$ cat config.mk
export PLATFORM = sky130hd
export DESIGN_NAME = load_store_unit
export DESIGN_NICKNAME = d
export VERILOG_FILES = /design/src/rtl/load_store_unit.sv
export SDC_FILE = /design/constraint.sdc
export NUM_CORES = 1
export LEC_CHECK = 0
export CORE_MARGIN = 2
export CORE_UTILIZATION = 48
export CTS_BUF_LIST = sky130_fd_sc_hd__clkbuf_8
export CTS_CLUSTER_DIAMETER = 80
export DETAILED_ROUTE_END_ITERATION = 12
export PLACE_DENSITY = 0.81
export SETUP_SLACK_MARGIN = 0.3
export SLEW_MARGIN = 20
export SYNTH_ARGS = -nofsm -noshare
export SYNTH_HDL_FRONTEND = slang
export SYNTH_SLANG_ARGS = --single-unit
export TNS_END_PERCENT = 10
$ cat constraint.sdc
create_clock -name clk -period 2.7 [get_ports clk]
set_clock_uncertainty 0.1 [all_clocks]
set_input_delay 0.54 -clock clk [delete_from_list [all_inputs] [get_ports clk]]
set_output_delay 0.54 -clock clk [all_outputs]
set_load 0.05 [all_outputs]
$ cat src/rtl/load_store_unit.sv
// Multicycle data-memory access unit: one word-aligned req/ack transaction per start,
// with byte-laned stores, sign/zero-extended loads, and misalignment/illegal/timeout errors.
module load_store_unit #(
   parameter int unsigned TIMEOUT_CYCLES = 255
) (
   input  logic        clk,
   input  logic        reset,
   input  logic        start,
   input  logic        is_store,
   input  logic [2:0]  funct3,
   input  logic [31:0] addr,
   input  logic [31:0] store_data,
   output logic [31:0] load_data,
   output logic        busy,
   output logic        done,
   output logic        err,
   output logic        mem_req,
   output logic        mem_we,
   output logic [31:0] mem_addr,
   output logic [31:0] mem_wdata,
   output logic [3:0]  mem_wstrb,
   input  logic [31:0] mem_rdata,
   input  logic        mem_ack
);

   localparam logic [1:0] S_IDLE   = 2'd0;
   localparam logic [1:0] S_ACCESS = 2'd1;
   localparam logic [1:0] S_DONE   = 2'd2;

   typedef struct packed {
      logic        we;
      logic [2:0]  funct3;
      logic [1:0]  boff;
      logic [31:0] addr;
      logic [31:0] wdata;
      logic [3:0]  wstrb;
   } lsu_req_t;

   logic [1:0]  state;
   lsu_req_t    req_d, req_q;
   logic        legal, aligned;
   logic [15:0] tmo_cnt;
   logic [16:0] tmo_nxt;
   logic [31:0] rshift, ld_ext;

   always_comb begin
      req_d        = '0;
      req_d.we     = is_store;
      req_d.funct3 = funct3;
      req_d.boff   = addr[1:0];
      req_d.addr   = {addr[31:2], 2'b00};
      case (funct3[1:0])
         2'b00: begin
            req_d.wdata = {4{store_data[7:0]}};
            req_d.wstrb = 4'b0001 << addr[1:0];
         end
         2'b01: begin
            req_d.wdata = {2{store_data[15:0]}};
            req_d.wstrb = 4'b0011 << {addr[1], 1'b0};
         end
         default: begin
            req_d.wdata = store_data;
            req_d.wstrb = 4'b1111;
         end
      endcase
      // Loads never drive byte enables.
      if (!is_store) begin
         req_d.wdata = '0;
         req_d.wstrb = '0;
      end
   end

   always_comb begin
      if (is_store) legal = funct3 inside {3'b000, 3'b001, 3'b010};
      else          legal = funct3 inside {3'b000, 3'b001, 3'b010, 3'b100, 3'b101};
      case (funct3[1:0])
         2'b01:   aligned = !addr[0];
         2'b10:   aligned = (addr[1:0] == 2'b00);
         default: aligned = 1'b1;
      endcase
   end

   always_comb begin
      rshift = mem_rdata >> {req_q.boff, 3'b000};
      case (req_q.funct3)
         3'b000:  ld_ext = {{24{rshift[7]}}, rshift[7:0]};
         3'b100:  ld_ext = {24'b0, rshift[7:0]};
         3'b001:  ld_ext = {{16{rshift[15]}}, rshift[15:0]};
         3'b101:  ld_ext = {16'b0, rshift[15:0]};
         default: ld_ext = rshift;
      endcase
   end

   assign tmo_nxt = {1'b0, tmo_cnt} + 17'd1;

   always_ff @(posedge clk) begin
      if (reset) begin
         state     <= S_IDLE;
         req_q     <= '0;
         tmo_cnt   <= '0;
         load_data <= '0;
         err       <= 1'b0;
      end else begin
         case (state)
            S_IDLE: begin
               if (start) begin
                  if (legal && aligned) begin
                     req_q   <= req_d;
                     tmo_cnt <= '0;
                     err     <= 1'b0;
                     state   <= S_ACCESS;
                  end else begin
                     err   <= 1'b1;
                     state <= S_DONE;
                  end
               end
            end
            S_ACCESS: begin
               // An ack on the same edge as the timeout takes priority.
               if (mem_ack) begin
                  if (!req_q.we) load_data <= ld_ext;
                  err   <= 1'b0;
                  state <= S_DONE;
               end else if (tmo_nxt == 17'(TIMEOUT_CYCLES)) begin
                  err   <= 1'b1;
                  state <= S_DONE;
               end else begin
                  tmo_cnt <= tmo_nxt[15:0];
               end
            end
            S_DONE: begin
               err   <= 1'b0;
               state <= S_IDLE;
            end
            default: state <= S_IDLE;
         endcase
      end
   end

   assign busy      = (state != S_IDLE);
   assign done      = (state == S_DONE);
   assign mem_req   = (state == S_ACCESS);
   assign mem_we    = req_q.we;
   assign mem_addr  = req_q.addr;
   assign mem_wdata = req_q.wdata;
   assign mem_wstrb = req_q.wstrb;

endmodule

# --- Yosys cells after proc, flatten, opt, wreduce, memory -nomap -nowiden ---
# Cells that the tools add are included.
totals:
  regBits: 123
  out_inout_bits: 105
  inputBits: 104
  wordCells: 69
classes:
  bitwise: 1
  n_reduce_logical: 17
  n_addsub: 1
  shifts: 3
  n_eq_ne: 17
  mux: 20
op_table:
  columns: ["operator", "n"]
  rows:
  - ["case mux 32 bit (4 select lines)", 1]
  - ["case mux 36 bit (2 select lines)", 1]
  - ["two-way mux 16 bit", 4]
  - ["two-way mux 36 bit", 1]
  - ["case mux 16 bit (2 select lines)", 1]
  - [">> shifter 32 x 5 -> 32 bit", 1]
  - ["adder 16 x 1 -> 17 bit, second input constant", 1]
  - ["== test 17 x 8 -> 1 bit, second input constant", 1]
  - ["== test 3 bit, second input constant", 4]
  - ["AND reduction 3 bit", 3]
  - ["two-way mux 2 bit", 4]
  - ["!= test 2 bit, second input constant", 4]
  - ["== test 3 x 1 -> 1 bit, second input constant", 2]
  - ["logical NOT 2 bit", 3]
  - ["logical NOT 3 bit", 2]
  - ["nonzero test 3 bit", 2]
  - ["two-way mux 1 bit", 5]
  - ["AND reduction 5 bit", 1]
  - ["nonzero test 5 bit", 1]
  - ["== test 2 x 1 -> 1 bit, second input constant", 2]
  - ["== test 2 bit, second input constant", 2]
  - ["case mux 2 bit (2 select lines)", 1]
  - ["nonzero test 2 bit", 2]
  - ["<< shifter 1 x 2 -> 4 bit, first input constant", 1]
  - ["9 further kinds", 9]

# --- Logic depth before layout (Yosys ltp) ---
# Gate-level depths: netlist (run 1).
logic_depth:
  word_depth: 7
  ltp_mapped: 10
  ltp_nobuf: 8

# --- Worst setup path before layout (run 1) ---
# OpenSTA, ideal clock, no wires.
synth_timing:
  path_kind: "input to register"
  start: "input funct3[1]"
  end: "register tmo_cnt[8]"
  n_path_buf: 1
  setup_slack_ns: 0.135
  setup_time_ns: 0.123
  stages: 9
  arrival_ns: 2.341
  required_ns: 2.477
  path_cell_list: "inv_1 > ha_1 > buf_2 > nor3_1 > o22a_1 > a2111oi_2 > nor2_1 > a211oi_2 > mux2_1"
synth_via:
  elab_chain_len: 6
  word_cells_on_any_way: 14
  cone_classes: "7 x eq/ne; 2 x mux; 5 x reduce/logical"
synth_lines:
  columns: ["element", "line_no", "rtl"]
  rows:
  - ["from (decl)", "10", "input logic [2:0] funct3,"]
  - ["== test 3 x 1 -> 1 bit, or another cell as far along", "74, 75", null]
  - ["nonzero test 5 bit / nonzero test 3 bit (equally long branches)", "75, 74", null]
  - ["two-way mux 1 bit", "74", "if (is_store) legal = funct3 inside {3'b000, 3'b001, 3'b010};"]
  - ["logical AND 1 bit (*)", "107", "if (legal && aligned) begin"]
  - ["!= test 2 bit (no line) (*)", null, null]
  - ["AND reduction 5 bit (no line) (*)", null, null]
  - ["to (signal assigned)", "128", "tmo_cnt <= tmo_nxt[15:0];"]
  - ["to (decl)", "42", "logic [15:0] tmo_cnt;"]
# Mark *: on every way between the ends. The rest lies on a longest branch, timed or not.
# A chain may end at the register's enable or synchronous reset.

# --- Worst setup path after layout (run 1) ---
layout_timing:
  start: "register tmo_cnt[5]"
  end: "register tmo_cnt[0]"
layout_via:
  elab_chain_len: 4
layout_lines:
  columns: ["element", "line_no", "rtl"]
  rows:
  - ["adder 16 x 1 -> 17 bit", "94", "assign tmo_nxt = {1'b0, tmo_cnt} + 17'd1;"]
  - ["== test 17 x 8 -> 1 bit", "124", "end else if (tmo_nxt == 17'(TIMEOUT_CYCLES)) begin"]
  - ["!= test 2 bit (no line)", null, null]
  - ["AND reduction 5 bit (no line)", null, null]
# No other way between the ends.

==> impl_metrics.yaml, run 1 <==
setup_path:
  endpoint_kind: "flop"
  r2r-start: "tmo_cnt[5]$_SDFFE_PP0P_"
  worstSetupPathType: "reg -> reg"
  crit_path_start: "tmo_cnt[5]$_SDFFE_PP0P_"
  arrival_ps: 2620
  cp_max_fo: 6
  cp-start-kind: "flop"
  reg2reg_to: "tmo_cnt[0]$_SDFFE_PP0P_"
  crit_required_ps: 2930
  reg2reg_slack_ps: 310
  cp-endpoint: "tmo_cnt[0]$_SDFFE_PP0P_"
  r2r.worst_path.cells: 6
floorplanning:
  initial_core_util_pct: 49.0
  die_x_um: 120
  num_rows: 42
  ios: 209
  dieArea_mm2: 0.0145
  dieHeight_um: 120
  coreArea_mm2: 0.0132
clock_network:
  cts.sinks: 123
  htreeDepth: 4
  insertion_delay_ps: 450
  clockBufferDepth: 2
  cts_made_buffers: 17
  clockRootBuffer: "clkbuf_8"
  cts.clk_slew.worst_paths_ps: 70
  cts_tree: "built"
detailed_routing:
  drtIter0Drc: 583
  firstDrtPassIters: 5
  drc_errors: 0
  routed_via_density: 5.51
  routedWlPerCell_um: 16.4
  vias: 6382
  ant_nets: 0
  wl_um: 19000
synth:
  ys_seq_area_share_pct: 37.9
  synthTopCellsByArea: "dfxtp_1, nand2_1, buf_4"
  synth_top_area_share_pct: 37.9
  syn_area_mm2: 0.00649
  synth_enable_flop_cells: 0
  async_flop_share_pct: 0
  syn_avg_cell_area_um2: 7.83
  synth_cells: 829
  ys.flop_type: "dfxtp_1"
  yosysTopAreaCell: "dfxtp_1"
  yosysUniqueCellTypes: 62
  ys_ff_latch: 123
  ys_warn_count: 0
grt:
  grt_pass1_vias: 5903
  grt_pass1_wl_um: 30200
  grt_overflow: 0
  antenna_found_initial: 1
  grt_max_degree: 73
  grt_use_total_pct: 26.3
placed_design:
  dp_slack_ps: -280
  portBuffers: 206
  gp_congestion: 0.888
  dp.final_hpwl_um: 13500
  dp_cells: 1125
pwr:
  power_density_mw_per_mm2: 536
  ir_drop_mv: 0.365
  p_leak_nw: 3.11
cells_and_area:
  final_cell_mix: "clkdlybuf4s50_1, nand2_1, dfxtp_1, a21oi_1, nor2_1"
  fin_cells: 1159
  final_common_cell: "clkdlybuf4s50_1"
  seqCellArea_mm2: 0.00246
  n_fill_cell: 1083
  area_delta_synth_final_pct: 37.1
  final_nets: 1082
  drive_gt1_share_pct: 11.8
  multiInputGateArea_mm2: 0.00330
sta:
  timing.slew.headroom_pct: 61.9
  worst_pin_slew_ps: 570
  min_period_ps: 2390
  rsz0062_at_grt: "true"
  drv_slew: 0
  fin_crit_sh_pct: 88.7
  setup_tns_ps: 0
  finalWorstSetupSlack_ps: 305
  hold_viol_final: 0
  hold-worst-slack_ps: 352
  finalSetupViolCount: 0
  fmax_ghz: 0.418
worst_hold_path:
  hold_start: "mem_wdata[23]$_SDFFE_PP0P_"
  min_path_type: "reg -> reg"
outcome:
  outcome: "finished, final reports clean"
run:
  drv_cap: 0
## power by group
group | internal (mW) | leakage (nW) | total (mW) | switching, mW
Clock | 1.13 | 0.233 | 1.89 | 0.765
Sequential | 1.87 | 0.995 | 1.91 | 0.0382
Combinational | 0.398 | 1.88 | 0.958 | 0.560
## registers in the layout, indices dropped and copies added (netlist names)
name	flops
err	1
load_data	32
mem_addr	30
mem_wdata	32
mem_we	1
mem_wstrb	4
req_q	5
state	2
tmo_cnt	16
## through the flow
stage | power [mW] | area, um2 | util (%)
2_1_floorplan | 2.54 | 6520 | -
3_3_place_gp | 2.89 | 8400 | 63.4
3_5_place_dp | 2.90 | 8400 | 63.4
4_1_cts | 4.78 | 8880 | 67.1
5_1_grt | 4.94 | 8890 | 67.1
6_report | 4.76 | 8890 | 67.2
## layout make-up
cell class | instances | area share, %
flip-flops and latches | 123 | 27.7
inverters | 13 | 0.549
clock buffers | 22 | 3.40
repair buffers | 246 | 27.0
clock inverters | 10 | 1.81
well taps | 176 | 2.48
diodes | 1 | 0.0281
multi-input cells | 568 | 37.1
## routing by layer
metal,vias up,global-route usage [%],share of wire (%)
met2,280,42.0,47
met5,-,0,0
met1,2978,33.6,43
met3,40,7.78,8.3
li1,3084,-,-
met4,0,9.52,2.2
## repair_timing
item | in CTS | in global routing
endpoints found under the setup margin | 89 | 19
resized for setup | 8 | 4
hold buffers | 0 | 0
gates cloned | 1 | 0
pin swaps | 2 | 1
setup buffers | 0 | 0
## how the worst min path moves through the flow
| stage | end | slack, ps | depth (start not counted) |
|---|---|---|---|
| 3_3_place_gp | mem_wdata[1]$_SDFFE_PP0P_ | 340 | 2 |
| 2_1_floorplan | mem_wdata[0]$_SDFFE_PP0P_ | 330 | 2 |
| 5_1_grt | mem_wdata[22]$_SDFFE_PP0P_ | 370 | 2 |
| 4_1_cts | mem_wdata[22]$_SDFFE_PP0P_ | 350 | 2 |
| 6_report | mem_wdata[23]$_SDFFE_PP0P_ | 350 | 2 |
| 3_5_place_dp | mem_wdata[22]$_SDFFE_PP0P_ | 340 | 2 |
## cells by family after synthesis
logic type / after synthesis / synth area share (%)
buffers and inverters: 140 / 12.4
AO/OA/AOI/OAI: 207 / 19.9
other: 1 / 0.0578
AND/OR/NAND/NOR: 312 / 21.9
adder cells (fa/ha/maj): 9 / 1.74
multiplexers: 32 / 5.28
flip-flops: 123 / 37.9
XOR/XNOR: 5 / 0.675
## cells in the mapped netlist, drive strengths merged (4+ instances only)
cell type    n
nor2b        9
nand2      165
buf         85
mux2i       14
inv         13
o21ai       36
nand4        5
nand3       43
a31oi        5
a22o         8
o31ai        7
dfxtp      123
nand2b       4
o211ai      10
a211oi      24
nor2        46
and3         4
nor3b        7
nor3        12
mux2        18
clkbuf      42
a21oi       96
ha           9
a221o        7
## worst max-delay path, cell delays in order (launching register included)
cell	delay [ps]
dfxtp_1	420
nand4_1	280
nor3_1	300
xor2_1	180
or4_4	640
o21ai_4	240
mux2i_1	110
(Power assumes the default switching activity.)
==> inputs of run 2 (changes only) <==
--- a/config.mk
+++ b/config.mk
@@ -5,6 +5,7 @@
 export SDC_FILE = /design/constraint.sdc
 export NUM_CORES = 1
 export LEC_CHECK = 0
+export CORE_ASPECT_RATIO = 2
 export CORE_MARGIN = 2
 export CORE_UTILIZATION = 48
 export CTS_BUF_LIST = sky130_fd_sc_hd__clkbuf_8
@@ -16,4 +17,4 @@
 export SYNTH_ARGS = -nofsm -noshare
 export SYNTH_HDL_FRONTEND = slang
 export SYNTH_SLANG_ARGS = --single-unit
-export TNS_END_PERCENT = 10
+export TNS_END_PERCENT = 30
==> impl_metrics.yaml, run 2 (same netlist as run 1, synthesis figures left out) <==
outcome:
  outcome: "finished, final reports clean"
floorplanning:
  initial_core_util_pct: 48.6
  num_rows: 60
  coreArea_mm2: 0.0134
  dieHeight_um: 168
  ios: 209
  die_x_um: 86.2
  dieArea_mm2: 0.0145
detailed_routing:
  ant_nets: 0
  firstDrtPassIters: 5
  routedWlPerCell_um: 17.2
  drc_errors: 0
  wl_um: 19600
  drtIter0Drc: 470
  routed_via_density: 5.67
  vias: 6495
cells_and_area:
  area_delta_synth_final_pct: 38.7
  final_common_cell: "clkdlybuf4s50_1"
  n_antenna_cell: 0
  n_fill_cell: 1050
  fin_cells: 1145
  finalCoreUtilization_pct: 67.3
  final_cell_mix: "clkdlybuf4s50_1, nand2_1, dfxtp_1, a21oi_1, buf_4"
  final_nets: 1091
  drive_gt1_share_pct: 14.5
setup_path:
  endpoint_kind: "flop"
  reg2reg_slack_ps: 300
  cp-start-kind: "flop"
  crit_required_ps: 2910
  arrival_ps: 2610
  reg2reg_to: "tmo_cnt[7]$_SDFFE_PP0P_"
  cp_max_fo: 8
  worstSetupPathType: "reg -> reg"
  r2r-start: "tmo_cnt[4]$_SDFFE_PP0P_"
  r2r.worst_path.cells: 7
worst_hold_path:
  min_path_cells: 2
  worstHoldEndpoint: "mem_addr[7]$_SDFFE_PP0P_"
  hold_start: "mem_addr[7]$_SDFFE_PP0P_"
  min_path_type: "reg -> reg"
clock_network:
  cts_made_buffers: 17
  cts.clk_slew.worst_paths_ps: 70
  clockBufferDepth: 2
  htreeDepth: 4
  cts.sinks: 123
  cts_tree: "built"
  insertion_delay_ps: 440
  clockRootBuffer: "clkbuf_8"
sta:
  worst_pin_slew_ps: 655
  finalSetupViolCount: 0
  fmax_ghz: 0.416
  rsz0062_at_grt: "true"
  drv_slew: 0
  hold_viol_final: 0
  timing.slew.headroom_pct: 56.2
  min_period_ps: 2400
  fin_crit_sh_pct: 89.1
grt:
  grt_max_degree: 64
  grt_pass1_vias: 6326
  antenna_found_initial: 0
  grt_overflow: 0
  grt_pass1_wl_um: 30700
  grt_use_total_pct: 26.4
placed_design:
  portBuffers: 206
  gp_congestion: 0.873
  dp.final_hpwl_um: 13900
  dp_cells: 1103
pwr:
  power_density_mw_per_mm2: 511
  p_leak_nw: 3.17
  ir_drop_mv: 0.475
run:
  drv_cap: 0
-- run 2: changes by cell type in the layout (fill, tap and decap cells not counted), moves of 3 or more --
cell / previous run / this run
dfxtp_2: 0 / 10
o21ai_1: 6 / 9
o31ai_1: 6 / 3
buf_4: 38 / 48
clkinv_4: 1 / 5
dfxtp_1: 123 / 113
o21ai_0: 29 / 25
clkbuf_8: 22 / 18
-- run 2: routing by layer --
layer | vias up | track usage [%] | routed length (um)
met1 | 3033 | 26.7 | 6790
met2 | 293 | 48.6 | 10600
met4 | 0 | 14.5 | 1080
met5 | - | 0 | 0
met3 | 68 | 5.69 | 1220
li1 | 3101 | - | -
-- run 2: worst max path at each step --
| stage | cells past startpoint | start | end |
|---|---|---|---|
| floorplan | 10 | funct3[1] | tmo_cnt[3]$_SDFFE_PP0P_ |
| global placement | 9 | funct3[1] | tmo_cnt[7]$_SDFFE_PP0P_ |
| detailed placement | 9 | funct3[1] | tmo_cnt[7]$_SDFFE_PP0P_ |
| CTS | 6 | tmo_cnt[4]$_SDFFE_PP0P_ | tmo_cnt[7]$_SDFFE_PP0P_ |
| global route | 9 | tmo_cnt[4]$_SDFFE_PP0P_ | tmo_cnt[11]$_SDFFE_PP0P_ |
| finish | 7 | tmo_cnt[4]$_SDFFE_PP0P_ | tmo_cnt[7]$_SDFFE_PP0P_ |
-- run 2: worst max-delay path, cell delays in order, from the launching register on --
cell,delay (ps)
dfxtp_2,390
nand4_1,110
buf_4,200
nor4_4,350
xor2_2,130
or4_4,600
o21ai_4,290
o31ai_1,100
-- run 2: power by group --
group          switching [mW]  internal (mW)
combinational           0.569          0.402
sequential             0.0360           1.87
clock                   0.779          0.939
-- run 2: through the flow --
step,area (um2),power [mW],worst slack (ps),hold WS (ps),TNS (ps)
3_3_place_gp,8360,2.89,-526,337,-14170
6_report,9000,4.60,295,354,0
2_1_floorplan,6520,2.54,303,332,0
4_1_cts,8840,4.62,294,352,0
5_1_grt,9000,4.77,228,364,0
3_5_place_dp,8360,2.90,-635,342,-20180
-- run 2: what timing repair did --
| item | in CTS | in global routing |
|---|---|---|
| resized for setup | 11 | 30 |
| cloned | 1 | 0 |
| setup buffers | 3 | 7 |
| hold buffers | 0 | 0 |
| pin swaps | 4 | 14 |
| setup endpoints to repair | 73 | 23 |
-- run 2: area by class of cell --
class	instances	area, um2	share of cell area (%)
multi-input cells	568	3400	37.8
repair buffers	255	2460	27.3
clock buffers	18	248	2.75
flip-flops and latches	123	2470	27.5
clock inverters	13	170	1.89
well taps	155	194	2.16
inverters	13	48.8	0.542
==> variant, RTL diff (config.mk and constraints of run 1) <==
Register the output `err` once more, without a reset; this adds one clock of latency there. The other outputs are not delayed to match.
--- a/src/rtl/load_store_unit.sv
+++ b/src/rtl/load_store_unit.sv
@@ -37,2 +37,4 @@
    } lsu_req_t;
+
+   logic err_s0;
 
@@ -101,3 +103,3 @@
          load_data <= '0;
-         err       <= 1'b0;
+         err_s0    <= 1'b0;
       end else begin
@@ -109,6 +111,6 @@
                      tmo_cnt <= '0;
-                     err     <= 1'b0;
+                     err_s0  <= 1'b0;
                      state   <= S_ACCESS;
                   end else begin
-                     err   <= 1'b1;
+                     err_s0 <= 1'b1;
                      state <= S_DONE;
@@ -121,6 +123,6 @@
                   if (!req_q.we) load_data <= ld_ext;
-                  err   <= 1'b0;
+                  err_s0 <= 1'b0;
                   state <= S_DONE;
                end else if (tmo_nxt == 17'(TIMEOUT_CYCLES)) begin
-                  err   <= 1'b1;
+                  err_s0 <= 1'b1;
                   state <= S_DONE;
@@ -131,3 +133,3 @@
             S_DONE: begin
-               err   <= 1'b0;
+               err_s0 <= 1'b0;
                state <= S_IDLE;
@@ -147,2 +149,6 @@
 
+   always_ff @(posedge clk) begin
+      err <= err_s0;
+   end
+
 endmodule
Formal check against the unedited RTL: not equivalent (Yosys sat finds a counterexample within 4 cycles, from zero or initial values and one cycle with reset high).
==> variant against run 1 <==
Sequential cell count rose by 1. Die area rose by 0.30%. Power fell by 2.7%. Largest power group unchanged. Final area rose by 1.7%. Wire length rose by 1.9%. Clock power fell by 8%. Worst setup slack improved by 20 ps. Synthesized area rose by 0.31%.
==> variant: results (changes against run 1) <==
Status = completed
Synth Area in Compound Gates = 19.9% (-0.061 points)
Worst hold start = err_s0
Seq/Total Area, Yosys = 38.1% (+0.19 points)
Synth Area per Inst = 7.84 µm² (+0.19%)
Worst R2R End = tmo_cnt[5]
Post-Synth Adder-Cell Area = 1.73% (-0.0053 points)
Num sequential = 124 (+0.81%)
Worst hold slack = 284 ps (-67.9 ps)
Nets = 1087 (+0.46%)
Clock buf count = 20 (-9.1%)
Post_cts resized = 10 (+2)
Relative slew slack = 52.4% (-9.5 points)
P_sw = 1360 µW (-0.46%)
Worst reg2reg path depth = 7 (+1)
Vias = 6313 (-1.1%)
Most instantiated cells after synthesis = nand2_1 (165), dfxtp_1 (124), a21oi_1 (96), buf_4 (68), nor2_1 (46)
Flop-to-flop setup slack = 340 ps (+30 ps)
Area delta synth->final = 39.0%
Post-CTS setup buffers = 1 (+1)
WL per Instance = 16.6 µm (+1.4%)
Crit Path Max Fanout = 8 (+2)
First-iteration detailed-routing DRC count = 656 (+13%)
Synth top area cells = dfxtp_1 (38%), nand2_1 (9.5%), buf_4 (7.8%)
Delay-heaviest family, CP = buffers and inverters
Worst Hold End = err
Non-clk bufs = 250 (+1.6%)
Critical-path top delay cell = clkdlybuf4s15_1
Peak VDD IR = 244 µV (-33%)
Crit Reg-Reg Startpoint = tmo_cnt[1]
Largest net degree at the start of global routing = 79 (+8.2%)
Dpl ws = -310 ps (-30.5 ps)
HPWL after DPL = 13000 µm (-3.9%)
DP Area = 0.00837 mm² (-0.33%)
Layout clock area frac = 4.65% (-0.57 points)
First-pass GRT wire length = 29100 µm (-3.6%)
Mux cell area share after synthesis = 5.27% (-0.016 points)
CP arrival = 1740 ps (-880 ps)
Met1 Wirelength = 8350 µm (+2.9%)
Worst stage delay on the critical path = 530 ps (-110 ps)
variant: how the worst max path moves through the flow:
stage	slack, ps	cells past startpoint	from	endpoint
global placement	-260	9	funct3[1]	tmo_cnt[0]
floorplan	300	10	funct3[1]	tmo_cnt[3]
global route	220	3	state[1]	mem_req
CTS	270	9	funct3[0]	tmo_cnt[8]
finish	320	3	state[1]	mem_req
detailed placement	-310	10	funct3[0]	tmo_cnt[0]
variant: power groups by stage:
stage / Sequential (µW) / Combinational [µW] / Clock [µW]
2_1_floorplan: 2020 / 541 / 0
3_3_place_gp: 1970 / 935 / 0
3_5_place_dp: 1970 / 943 / 0
4_1_cts: 1930 / 952 / 1770
5_1_grt: 1930 / 1040 / 1870
6_report: 1930 / 980 / 1730
variant: layer usage:
metal  up-vias  global-route usage, %
met5         -                      0
met4         0                   10.5
met2       247                   40.4
met1      2946                   33.2
li1       3087                      -
met3        33                   6.60
